[src/rtl/pipe_skid_reg_pkg.sv]
// Shared types and widths for the pipe_skid_reg pipeline stage.
package pipe_skid_reg_pkg;

  localparam int unsigned OCC_W = 2;

  typedef enum logic [1:0] {
    ST_EMPTY = 2'd0,
    ST_ONE   = 2'd1,
    ST_TWO   = 2'd2
  } st_e;

  // Entry count held in each state.
  function automatic logic [OCC_W-1:0] occ_of(input st_e s);
    logic [OCC_W-1:0] occ;
    occ = OCC_W'(0);
    case (s)
      ST_ONE:  occ = OCC_W'(1);
      ST_TWO:  occ = OCC_W'(2);
      default: occ = OCC_W'(0);
    endcase
    return occ;
  endfunction

endpackage

[src/rtl/pipe_skid_reg_if.sv]
// Upstream/downstream valid-ready handshake of one pipeline stage.
interface pipe_skid_reg_if #(
  parameter int unsigned WIDTH = 15
);

  logic             in_valid;
  logic             in_ready;
  logic [WIDTH-1:0] in_data;
  logic             out_valid;
  logic             out_ready;
  logic [WIDTH-1:0] out_data;

  modport master (
    output in_valid, in_data, out_ready,
    input  in_ready, out_valid, out_data
  );

  modport slave (
    input  in_valid, in_data, out_ready,
    output in_ready, out_valid, out_data
  );

endinterface

[src/rtl/pipe_skid_reg_dffe_w.sv]
// WIDTH-bit register with load enable and asynchronous active-low clear to RST_VAL.
module dffe_w #(
  parameter int unsigned      WIDTH   = 15,
  parameter logic [WIDTH-1:0] RST_VAL = '0
) (
  input  logic             clk,
  input  logic             clrn,
  input  logic             en,
  input  logic [WIDTH-1:0] d,
  output logic [WIDTH-1:0] q
);

  always_ff @(posedge clk or negedge clrn) begin
    if (!clrn) begin
      q <= RST_VAL;
    end else if (en) begin
      q <= d;
    end
  end

endmodule

[src/rtl/pipe_skid_reg.sv]
// Pipeline stage register with valid/ready handshake, flush and BUBBLE value.
// PIPE_SKID_REG_SKID_EN adds the skid entry and a registered in_ready.
module pipe_skid_reg
  import pipe_skid_reg_pkg::*;
#(
  parameter int unsigned      WIDTH  = 15,
  parameter logic [WIDTH-1:0] BUBBLE = '0
) (
  input  logic             clk,
  input  logic             clrn,
  input  logic             flush,
  pipe_skid_reg_if.slave   bus,
  output logic [OCC_W-1:0] occupancy
);

  st_e              state;
  st_e              state_nx;
  logic             accept_c;
  logic             deliver_c;
  logic             main_en_c;
  logic [WIDTH-1:0] main_d_c;
  logic [WIDTH-1:0] main_q;
`ifdef PIPE_SKID_REG_SKID_EN
  logic             skid_en_c;
  logic [WIDTH-1:0] skid_q;
  logic             ready_q;
`endif

  assign accept_c  = bus.in_valid & bus.in_ready;
  assign deliver_c = bus.out_valid & bus.out_ready;

  // Next state and load muxes; flush overrides every handshake.
  always_comb begin
    state_nx  = state;
    main_en_c = 1'b0;
    main_d_c  = BUBBLE;
`ifdef PIPE_SKID_REG_SKID_EN
    skid_en_c = 1'b0;
`endif
    if (flush) begin
      state_nx  = ST_EMPTY;
      main_en_c = 1'b1;
      main_d_c  = BUBBLE;
    end else begin
      case (state)
        ST_EMPTY: begin
          if (accept_c) begin
            main_en_c = 1'b1;
            main_d_c  = bus.in_data;
            state_nx  = ST_ONE;
          end
        end
        ST_ONE: begin
          if (accept_c && deliver_c) begin
            main_en_c = 1'b1;
            main_d_c  = bus.in_data;
`ifdef PIPE_SKID_REG_SKID_EN
          end else if (accept_c) begin
            skid_en_c = 1'b1;
            state_nx  = ST_TWO;
`endif
          end else if (deliver_c) begin
            main_en_c = 1'b1;
            main_d_c  = BUBBLE;
            state_nx  = ST_EMPTY;
          end
        end
`ifdef PIPE_SKID_REG_SKID_EN
        ST_TWO: begin
          if (deliver_c) begin
            main_en_c = 1'b1;
            main_d_c  = skid_q;
            state_nx  = ST_ONE;
          end
        end
`endif
        default: state_nx = ST_EMPTY;
      endcase
    end
  end

  always_ff @(posedge clk or negedge clrn) begin
    if (!clrn) begin
      state <= ST_EMPTY;
    end else begin
      state <= state_nx;
    end
  end

  dffe_w #(
    .WIDTH   (WIDTH),
    .RST_VAL (BUBBLE)
  ) u_main (
    .clk  (clk),
    .clrn (clrn),
    .en   (main_en_c),
    .d    (main_d_c),
    .q    (main_q)
  );

`ifdef PIPE_SKID_REG_SKID_EN
  dffe_w #(
    .WIDTH   (WIDTH),
    .RST_VAL (WIDTH'(0))
  ) u_skid (
    .clk  (clk),
    .clrn (clrn),
    .en   (skid_en_c),
    .d    (bus.in_data),
    .q    (skid_q)
  );

  // Ready is a pure flop so back-pressure never reaches upstream in the same cycle.
  always_ff @(posedge clk or negedge clrn) begin
    if (!clrn) begin
      ready_q <= 1'b0;
    end else begin
      ready_q <= (state_nx != ST_TWO);
    end
  end

  assign bus.in_ready = ready_q;
`else
  assign bus.in_ready = clrn & (~bus.out_valid | bus.out_ready);
`endif

  assign bus.out_valid = (state != ST_EMPTY);
  assign bus.out_data  = main_q;
  assign occupancy     = occ_of(state);

endmodule

[src/flat_wrapper.sv]
// flat-port wrapper written by rule: the top's interface ports become plain ports
module pipe_skid_reg_flat import pipe_skid_reg_pkg::*;
#(
  parameter int unsigned      WIDTH  = 15,
  parameter logic [WIDTH-1:0] BUBBLE = '0
)
  (clk, clrn, flush, occupancy, bus_in_valid, bus_in_data, bus_out_ready, bus_in_ready, bus_out_valid, bus_out_data);
  pipe_skid_reg_if #(.WIDTH(WIDTH)) bus_i ();
  input  logic clk;
  input  logic clrn;
  input  logic flush;
  output logic [OCC_W-1:0] occupancy;
  input wire logic [$bits(bus_i.in_valid)-1:0] bus_in_valid;
  input wire logic [$bits(bus_i.in_data)-1:0] bus_in_data;
  input wire logic [$bits(bus_i.out_ready)-1:0] bus_out_ready;
  output wire logic [$bits(bus_i.in_ready)-1:0] bus_in_ready;
  output wire logic [$bits(bus_i.out_valid)-1:0] bus_out_valid;
  output wire logic [$bits(bus_i.out_data)-1:0] bus_out_data;
  assign bus_i.in_valid = bus_in_valid;
  assign bus_i.in_data = bus_in_data;
  assign bus_i.out_ready = bus_out_ready;
  assign bus_in_ready = bus_i.in_ready;
  assign bus_out_valid = bus_i.out_valid;
  assign bus_out_data = bus_i.out_data;
  pipe_skid_reg #(.WIDTH(WIDTH), .BUBBLE(BUBBLE)) u_core (.clk(clk), .clrn(clrn), .flush(flush), .bus(bus_i), .occupancy(occupancy));
endmodule
[config.mk]
export PLATFORM = sky130hd
export DESIGN_NAME = pipe_skid_reg_flat
export DESIGN_NICKNAME = d
export VERILOG_FILES = /design/src/rtl/pipe_skid_reg_pkg.sv /design/src/rtl/pipe_skid_reg_if.sv /design/src/rtl/pipe_skid_reg_dffe_w.sv /design/src/rtl/pipe_skid_reg.sv /design/src/flat_wrapper.sv
export SDC_FILE = /design/constraint.sdc
export NUM_CORES = 1
export LEC_CHECK = 0
export ABC_AREA = 0
export CAP_MARGIN = 20
export CORE_UTILIZATION = 32
export CTS_CLUSTER_DIAMETER = 50
export CTS_CLUSTER_SIZE = 12
export DETAILED_ROUTE_END_ITERATION = 7
export PLACE_DENSITY = 0.76
export SLEW_MARGIN = 10
export SYNTH_ARGS = -nofsm -noshare
export SYNTH_HDL_FRONTEND = slang
export SYNTH_SLANG_ARGS = --single-unit
[constraint.sdc]
create_clock -name clk -period 1.3 [get_ports clk]
set_input_delay 0.39 -clock clk [delete_from_list [all_inputs] [get_ports clk]]
set_output_delay 0.39 -clock clk [all_outputs]
set_load 0.05 [all_outputs]
==> results.toml <==
[outcome]
status = "finished, violations left"
violations = "negative setup slack"

[clocking]
clock_latency_ns = 0.28
clk_pin_slew_ns = 0.09
cts_root_buf = "clkbuf_4"
cts_tree = "built"
holdBufCountCts = 0
clockBufferDepth = 2
h-tree-depth = 1
clkSinkCount = 16
numCtsBuffers = 3

[finish]
syn_to_final_growth_pct = 108
layout-drive-gt1-share_pct = 48.9
antennaDiodeCount = 0
nets = 115

[drt]
dr_total_vias = 581
drc = 0
drt_iter0_drc = 7
postRouteAntennaNets = 0
wire_per_inst_um = 15.5
drtPass1Iterations = 4
routed_wl_um = 1840
vias_per_cell = 4.88

[worst_setup_path]
cpMaxStageDelayCell = "dfrtp_2"
endpoint_kind = "output port"
crit_arrival_ns = 1.08
worst-setup-path-type = "reg2out"
path_max_fanout = 4
cpPeakStageDelay_ns = 0.45
worstPathCellList = "nand2b_4 > and2_4 > buf_12"
required_ns = 0.91
cp-start-kind = "register"

[grt]
grt_first_pass_wirelength_um = 2650
grt_overflow = 0
grt_usage_pct = 18.2
grt_pass1_vias = 555
antenna_found_initial = 0
grt_max_degree = 17

[yosys]
synth-edff-count = 0
synth-seq-cells = 16
yosys.area.top_type_share_pct = 62.1
yosys.area.top_type = "dfrtp_1"
synth.distinct_cells = 14
ys_async_sr_fraction_pct = 100
postSynthCellCount = 44
syn_area_um2 = 644
synth.most_common_cell = "dfrtp_1"
synth_warnings = 0
syn-num-nets = 64
syn_avg_cell_area_um2 = 14.6
ys_seq_area_share_pct = 62.1
netlist_top_cells_count = "16 x dfrtp_1, 10 x a22o_1, 5 x a22o_2"
synth_area_leaders = "dfrtp_1 62%, a22o_1 14%, a22o_2 7.8%"
ys_dominant_reg_cell = "dfrtp_1"

[die]
io_pins = 39
rows = 15
die_w_um = 46.9
dieArea_mm2 = 0.00220
core_mm2 = 0.00180
initial_core_util_pct = 35.8
die_y_um = 46.9

[placed_design]
io_buffers = 37
gp_congestion = 0.628
hpwl_um = 1260
dp_slack_ns = -0.607

[timing]
finalWorstSetupSlack_ns = -0.169
rsz0062_at_grt = "true"
finalSetupTns_ns = -0.431
clock_skew_ns = 0.00390
drv_slew = 0
min_period_ns = 1.47
hold_violations = 0
fmax_ghz = 0.681
period_share_pct = 113
setup_violations = 3

[power_and_ir_drop]
vdd_drop_max_v = 0.000596
p_per_area_mw_per_mm2 = 899
p_leak_nw = 0.621

[flow_run]
max-cap-violations = 0

[min_path]
hold_path.class = "in2async"
-- power breakdown --
group	switching [W]	total (W)	internal [W]
combinational	0.000179	0.000387	0.000207
sequential	0.0000269	0.000548	0.000521
clock	0.000149	0.000268	0.000119
-- what timing repair did --
| item | in CTS | in global routing |
|---|---|---|
| resized for setup | 11 | 1 |
| gates cloned | 1 | 0 |
| endpoints found under the setup margin | 18 | 26 |
| buffers inserted | 4 | 5 |
| pin swaps | 4 | 2 |
-- area by class of cell --
class | count | area [µm²]
Timing Repair Buffer | 50 | 652
Tap cell | 25 | 31.3
Clock buffer | 4 | 26.3
Fill cell | 130 | 463
Multi-Input combinational cell | 24 | 228
Sequential cell | 16 | 402
-- stage by stage --
step                cells  total power [W]  cell area [µm²]  hold slack (ns)  utilization (%)
detailed placement    106         0.000916             1220            0.558             67.9
global route          119          0.00127             1340            0.144             74.3
finish                119          0.00120             1340            0.154             74.3
CTS                   115          0.00120             1310            0.148             72.4
global placement      106         0.000910             1220            0.556             67.9
floorplan              44         0.000704              647           0.0944                -
-- cells in the final DEF, fill, tap and decap left out --
cell	n
buf_12	18
clkdlybuf4s50_1	15
dfrtp_1	15
buf_4	11
a22o_1	10
a22o_2	5
clkbuf_4	3
dlygate4sd2_1	3
buf_6	2
nand2b_4	1
and2_4	1
and3b_2	1
a211oi_4	1
and4b_4	1
nand2_1	1
a21oi_1	1
conb_1	1
clkbuf_1	1
and4b_2	1
clkdlybuf4s15_1	1
dfrtp_2	1
-- path summary, 6_finish.rpt --
path | slack [ns] | endpoint | cells after the start | start
setup / recovery | -0.17 | bus_in_ready | 3 | u_core.state[0]$_DFFE_PN0P_
hold / removal | 0.15 | u_core.state[0]$_DFFE_PN0P_ | 2 | clrn
setup reg to reg | 0.04 | u_core.u_main.q[14]$_DFFE_PN0P_ | 4 | u_core.state[0]$_DFFE_PN0P_
hold reg to reg | 0.58 | u_core.u_main.q[12]$_DFFE_PN0P_ | 1 | u_core.u_main.q[12]$_DFFE_PN0P_
max in group asynchronous | 0.88 | u_core.u_main.q[14]$_DFFE_PN0P_ | 2 | clrn
min in group clk | 0.52 | u_core.state[0]$_DFFE_PN0P_ | 2 | flush
-- layer usage --
layer / part of all wire (%) / track usage (%) / vias up
li1: - / - / 265
met1: 38 / 21.9 / 287
met2: 55 / 28.6 / 25
met3: 4.8 / 5.77 / 4
met4: 2.2 / 10.3 / 0
met5: 0 / 0 / -
-- sequential cells by signal (all words and copies together) (netlist names) --
signal / count
u_core.u_main.q: 15
u_core.state: 1
-- cell families after synthesis --
| kind of cell | synth area share [%] |
|---|---|
| buf+inv | 6.60 |
| simple gates | 5.44 |
| compound gates | 25.2 |
| flops | 62.1 |
| other cells | 0.582 |
-- critical path, delay by kind of cell (launching register included) --
kind | cells | cell delay [ns]
buf+inv | 1 | 0.13
simple gates | 2 | 0.22
flops | 1 | 0.45
No activity file was read; power rests on OpenSTA's default activity.
==> variant 1 (same settings) <==
The package constant `OCC_W` goes from 2 to 4.
--- a/src/rtl/pipe_skid_reg_pkg.sv
+++ b/src/rtl/pipe_skid_reg_pkg.sv
@@ -3,3 +3,3 @@
 
-  localparam int unsigned OCC_W = 2;
+  localparam int unsigned OCC_W = 4;
 
Interface: changed (resized occupancy); port bits go from 39 to 41. The function was not compared with the original's and may differ.
==> variant 1 against the original RTL <==
The flow still finishes with violations (setup timing); sequential power about the same; power is 4.7% higher; wire length is 4.1% lower; synthesized area increased by 2.3%; sequential cell count is the same; global-route usage shrank 1.3 points; setup slack got worse by 0.0045 ns; count of clock-buffer cells in the layout unchanged; final area shrank 1.1%; critical path type unchanged; largest power group unchanged.
==> variant 1: results (changes against the original RTL) <==
stage	metric	value	unit	change
route	totalWireLength	1770	um	-4.1%
timing	fin_worst_skew	0.00193	ns	-0.00197 ns
place	dp_hpwl	1290	um	+2.6%
status	violations	setup timing		
route	vias	565		-2.8%
place	dpl-instance-area	1230	um2	+0.82%
worst_setup_path	ff2ff_setup_slack	-0.09	ns	-0.13 ns
global_routing	track_usage	16.8	%	-1.3 points
clocking	cts_root_buffer	clkbuf_4		
synthesis	yosys-top-cells-area	dfrtp_1 61%, a22o_1 13%, a22o_2 7.6%		
final_layout	final_util	68.2	%	-6.1 points
synthesis	synth_cells	46		+4.5%
timing	whs	0.198	ns	+0.0442 ns
final_layout	diodes	0		unchanged
global_routing	grt_pass1_vias	556		+0.18%
synthesis	yosys-top-cells-count	16 x dfrtp_1, 10 x a22o_1, 5 x a22o_2		
worst_setup_path	reg2reg_depth	5		+1
final_layout	final_nets	114		-0.87%
final_layout	instances_no_fill	120		+0.84%
power	peakVddDrop	0.000516	V	-13%
route	drc	0		unchanged
worst_setup_path	crit_type	flop to primary output		
timing	finalSetupTns	-1.61	ns	-1.18 ns
place	gp_congestion	0.635		+1.1%
timing	setup-violations-final	18		+15
status	outcome	finished, violations left		
synthesis	synth_seq_area_share	60.7	%	-1.4 points
final_layout	drive_gt1_share	47.3	%	-1.6 points
route	dr.first_iter.drc_count	11		+4
timing	worst_slack	-0.173	ns	-0.00452 ns
place	post-place-ws	-0.649	ns	-0.0423 ns
worst_setup_path	rr_endpoint	u_core.u_main.q[12]$_DFFE_PN0P_		
global_routing	grt_pass1_wl	2500	um	-5.7%
worst_setup_path	arrival	1.08	ns	about the same
final_layout	fillers	148		+14%
power	power_leakage	0.615	nW	-0.98%
synthesis	synth_area_leader_cell	dfrtp_1		
==> variant 1: repair_timing <==
| item | 4_1_cts | 5_1_grt |
|---|---|---|
| gates cloned | 1 | 0 |
| gates resized for setup | 8 | 0 |
| hold buffers | 0 | 0 |
| buffers inserted | 4 | 1 |
| pin swaps | 2 | 0 |
| setup endpoints to repair | 18 | 18 |
==> variant 1: cell type report <==
| type | instances | share of cell area [%] |
|---|---|---|
| timing repair buffer | 48 | 47.6 |
| tap | 27 | 2.55 |
| multi-input combinational | 25 | 16.7 |
| sequential | 16 | 30.3 |
| clock buffer | 4 | 2.74 |
==> variant 1: critical path: stages, from the launching register on <==
cell      delay (ns)
dfrtp_2         0.45
nand2b_4        0.08
and2_4          0.15
buf_12          0.13
==> variant 1: where the power goes <==
part | internal, mW | switching, mW | leakage (nW)
clock | 0.170 | 0.154 | 0.0210
sequential | 0.521 | 0.0277 | 0.216
combinational | 0.200 | 0.187 | 0.378
total | 0.891 | 0.369 | 0.615
==> variant 1: per-layer routing <==
layer | global-route usage (%) | part of all wire (%) | routed length, um | vias to the layer above
met3 | 4.62 | 5.4 | 96 | 4
met2 | 27.4 | 56 | 995 | 27
met4 | 9.71 | 1.3 | 23 | 0
met1 | 19.8 | 37 | 653 | 276
li1 | - | - | - | 258
met5 | 0 | 0 | 0 | -
==> variant 1: cell families (layout without fill, tap and decap cells) <==
family | after synthesis | after routing | share of synthesized area [%]
flops | 16 | 16 | 60.7
simple gates | 5 | 5 | 5.31
compound gates | 17 | 17 | 24.7
buf+inv | 7 | 52 | 8.73
other cells | 1 | 3 | 0.569
==> variant 2 (config.mk and constraints unchanged) <==
Without the edit above. The option `PIPE_SKID_REG_SKID_EN` is turned on by a define.
--- a/src/rtl/pipe_skid_reg.sv
+++ b/src/rtl/pipe_skid_reg.sv
@@ -2,2 +2,4 @@
 // PIPE_SKID_REG_SKID_EN adds the skid entry and a registered in_ready.
+`define PIPE_SKID_REG_SKID_EN
+
 module pipe_skid_reg
Function: changed (Yosys sat finds a counterexample within 4 cycles, from zero or initial values).
==> variant 2 against the original RTL <==
The flow finishes with violations (DRC, setup timing); wire length is 130% higher; largest power group unchanged; worst hold slack better by 0.31 ns; synthesized area is 130% higher; power is 140% higher; first-iteration DRC count grew to 6.1 times the old value; final area is 100% higher; critical path depth is 5 higher; setup slack worse by 0.15 ns; sequential cell count is 17 higher.
==> variant 2: results (changes against the original RTL) <==
stage	metric	value	unit	change
worst_setup_path	crit_start	u_core.state[1]$_DFF_PN0_		
final_layout	drive_gt1_share	65.9	%	+17 points
place	gp_congestion	0.790		+26%
global_routing	grt_pass1_vias	1205		+120%
place	numPortBuffers	38		+2.7%
worst_setup_path	r2r_start	u_core.state[1]$_DFF_PN0_		
clocking	path_clk_slew	0.07	ns	-0.02 ns
route	totalWireLength	4240	um	+130%
status	outcome	finished, violations left		
timing	fin_worst_skew	0.00776	ns	+0.00386 ns
global_routing	gr-usage-met3	4.70	%	-1.1 points
synthesis	synth_seq_area_share	54.8	%	-7.4 points
clocking	cts_made_buffers	5		+2
route	drc	4		+4
timing	setup-violations-final	36		+33
synthesis	synth-compound-area-share	21.7	%	-3.6 points
synthesis	muxShareOfSynthArea	11.2	%	+11 points
worst_setup_path	rr_endpoint	u_core.u_main.q[1]$_DFFE_PN0P_		
synthesis	synth_cells	106		+140%
final_layout	area_delta_synth_final	79.2	%	
route	avgViaCountPerCell	5.37		+10%
place	dp_hpwl	2310	um	+83%
synthesis	yosys-top-cells-area	dfrtp_1 55%, mux2_2 11%, o2bb2ai_2 11%		
worst_setup_path	arrival	1.80	ns	+0.72 ns
power	peakVddDrop	0.000687	V	+15%
route	wl_met1	1730	um	+150%
final_layout	reg_top3	u_core.u_main.q (15), u_core.u_skid.q (15), u_core.state (2)		
timing	worst_slack	-0.317	ns	-0.148 ns
power	power_leakage	1.15	nW	+85%
worst_setup_path	reg2reg_depth	8		+4
global_routing	grtUsageMet1	20.0	%	-1.9 points
final_layout	fillers	321		+150%
status	violations	DRC, setup timing		
place	dp.cells	199		+88%
route	dr_wl_met2	2250	um	+120%
## variant 2: layout make-up
class | instances | area share (%)
Sequential cell | 33 | 30.7
Tap cell | 52 | 2.41
Clock buffer | 5 | 2.55
Inverter | 1 | 0.139
Clock inverter | 3 | 0.648
Timing Repair Buffer | 66 | 33.8
Multi-Input combinational cell | 68 | 29.7
## variant 2: worst min-delay path by stage
stage	end	depth (start not counted)	slack (ns)
2_1_floorplan	u_core.bus.in_ready$_DFF_PN0_	0	0.09
3_3_place_gp	u_core.u_skid.q[6]$_DFFE_PN0P_	1	0.49
3_5_place_dp	u_core.u_skid.q[1]$_DFFE_PN0P_	1	0.50
4_1_cts	u_core.u_skid.q[1]$_DFFE_PN0P_	2	0.48
5_1_grt	u_core.u_main.q[0]$_DFFE_PN0P_	2	0.49
6_report	u_core.u_main.q[0]$_DFFE_PN0P_	2	0.47
## variant 2: critical path: stages (launching register included)
cell and delay, ns:
dfrtp_1 0.42, buf_6 0.14, buf_6 0.10, nor2b_4 0.13, buf_4 0.13, buf_6 0.12
and2_4 0.19, a22oi_2 0.20, o2bb2ai_2 0.08
## variant 2: power by group through the flow
stage	clock, mW	sequential [mW]	combinational (mW)
2_1_floorplan	0	1.39	0.314
3_3_place_gp	0	1.33	0.668
3_5_place_dp	0	1.34	0.690
4_1_cts	0.758	1.33	0.773
5_1_grt	0.814	1.36	0.885
6_report	0.744	1.34	0.842
## variant 2: cells by family (layout without fill, tap and decap cells)
family          Yosys count  after routing
flops                    33             33
simple gates             17             19
xor+xnor                  2              2
buf+inv                   7             75
mux                      15             15
compound gates           32             32
## variant 2: timing repair
action                                 4_1_cts  5_1_grt
endpoints found under the hold margin        0        0
setup buffers                                8        9
pin swaps                                    4       10
setup endpoints to repair                   36       42
resized for setup                           20       13
cloned                                       1        4
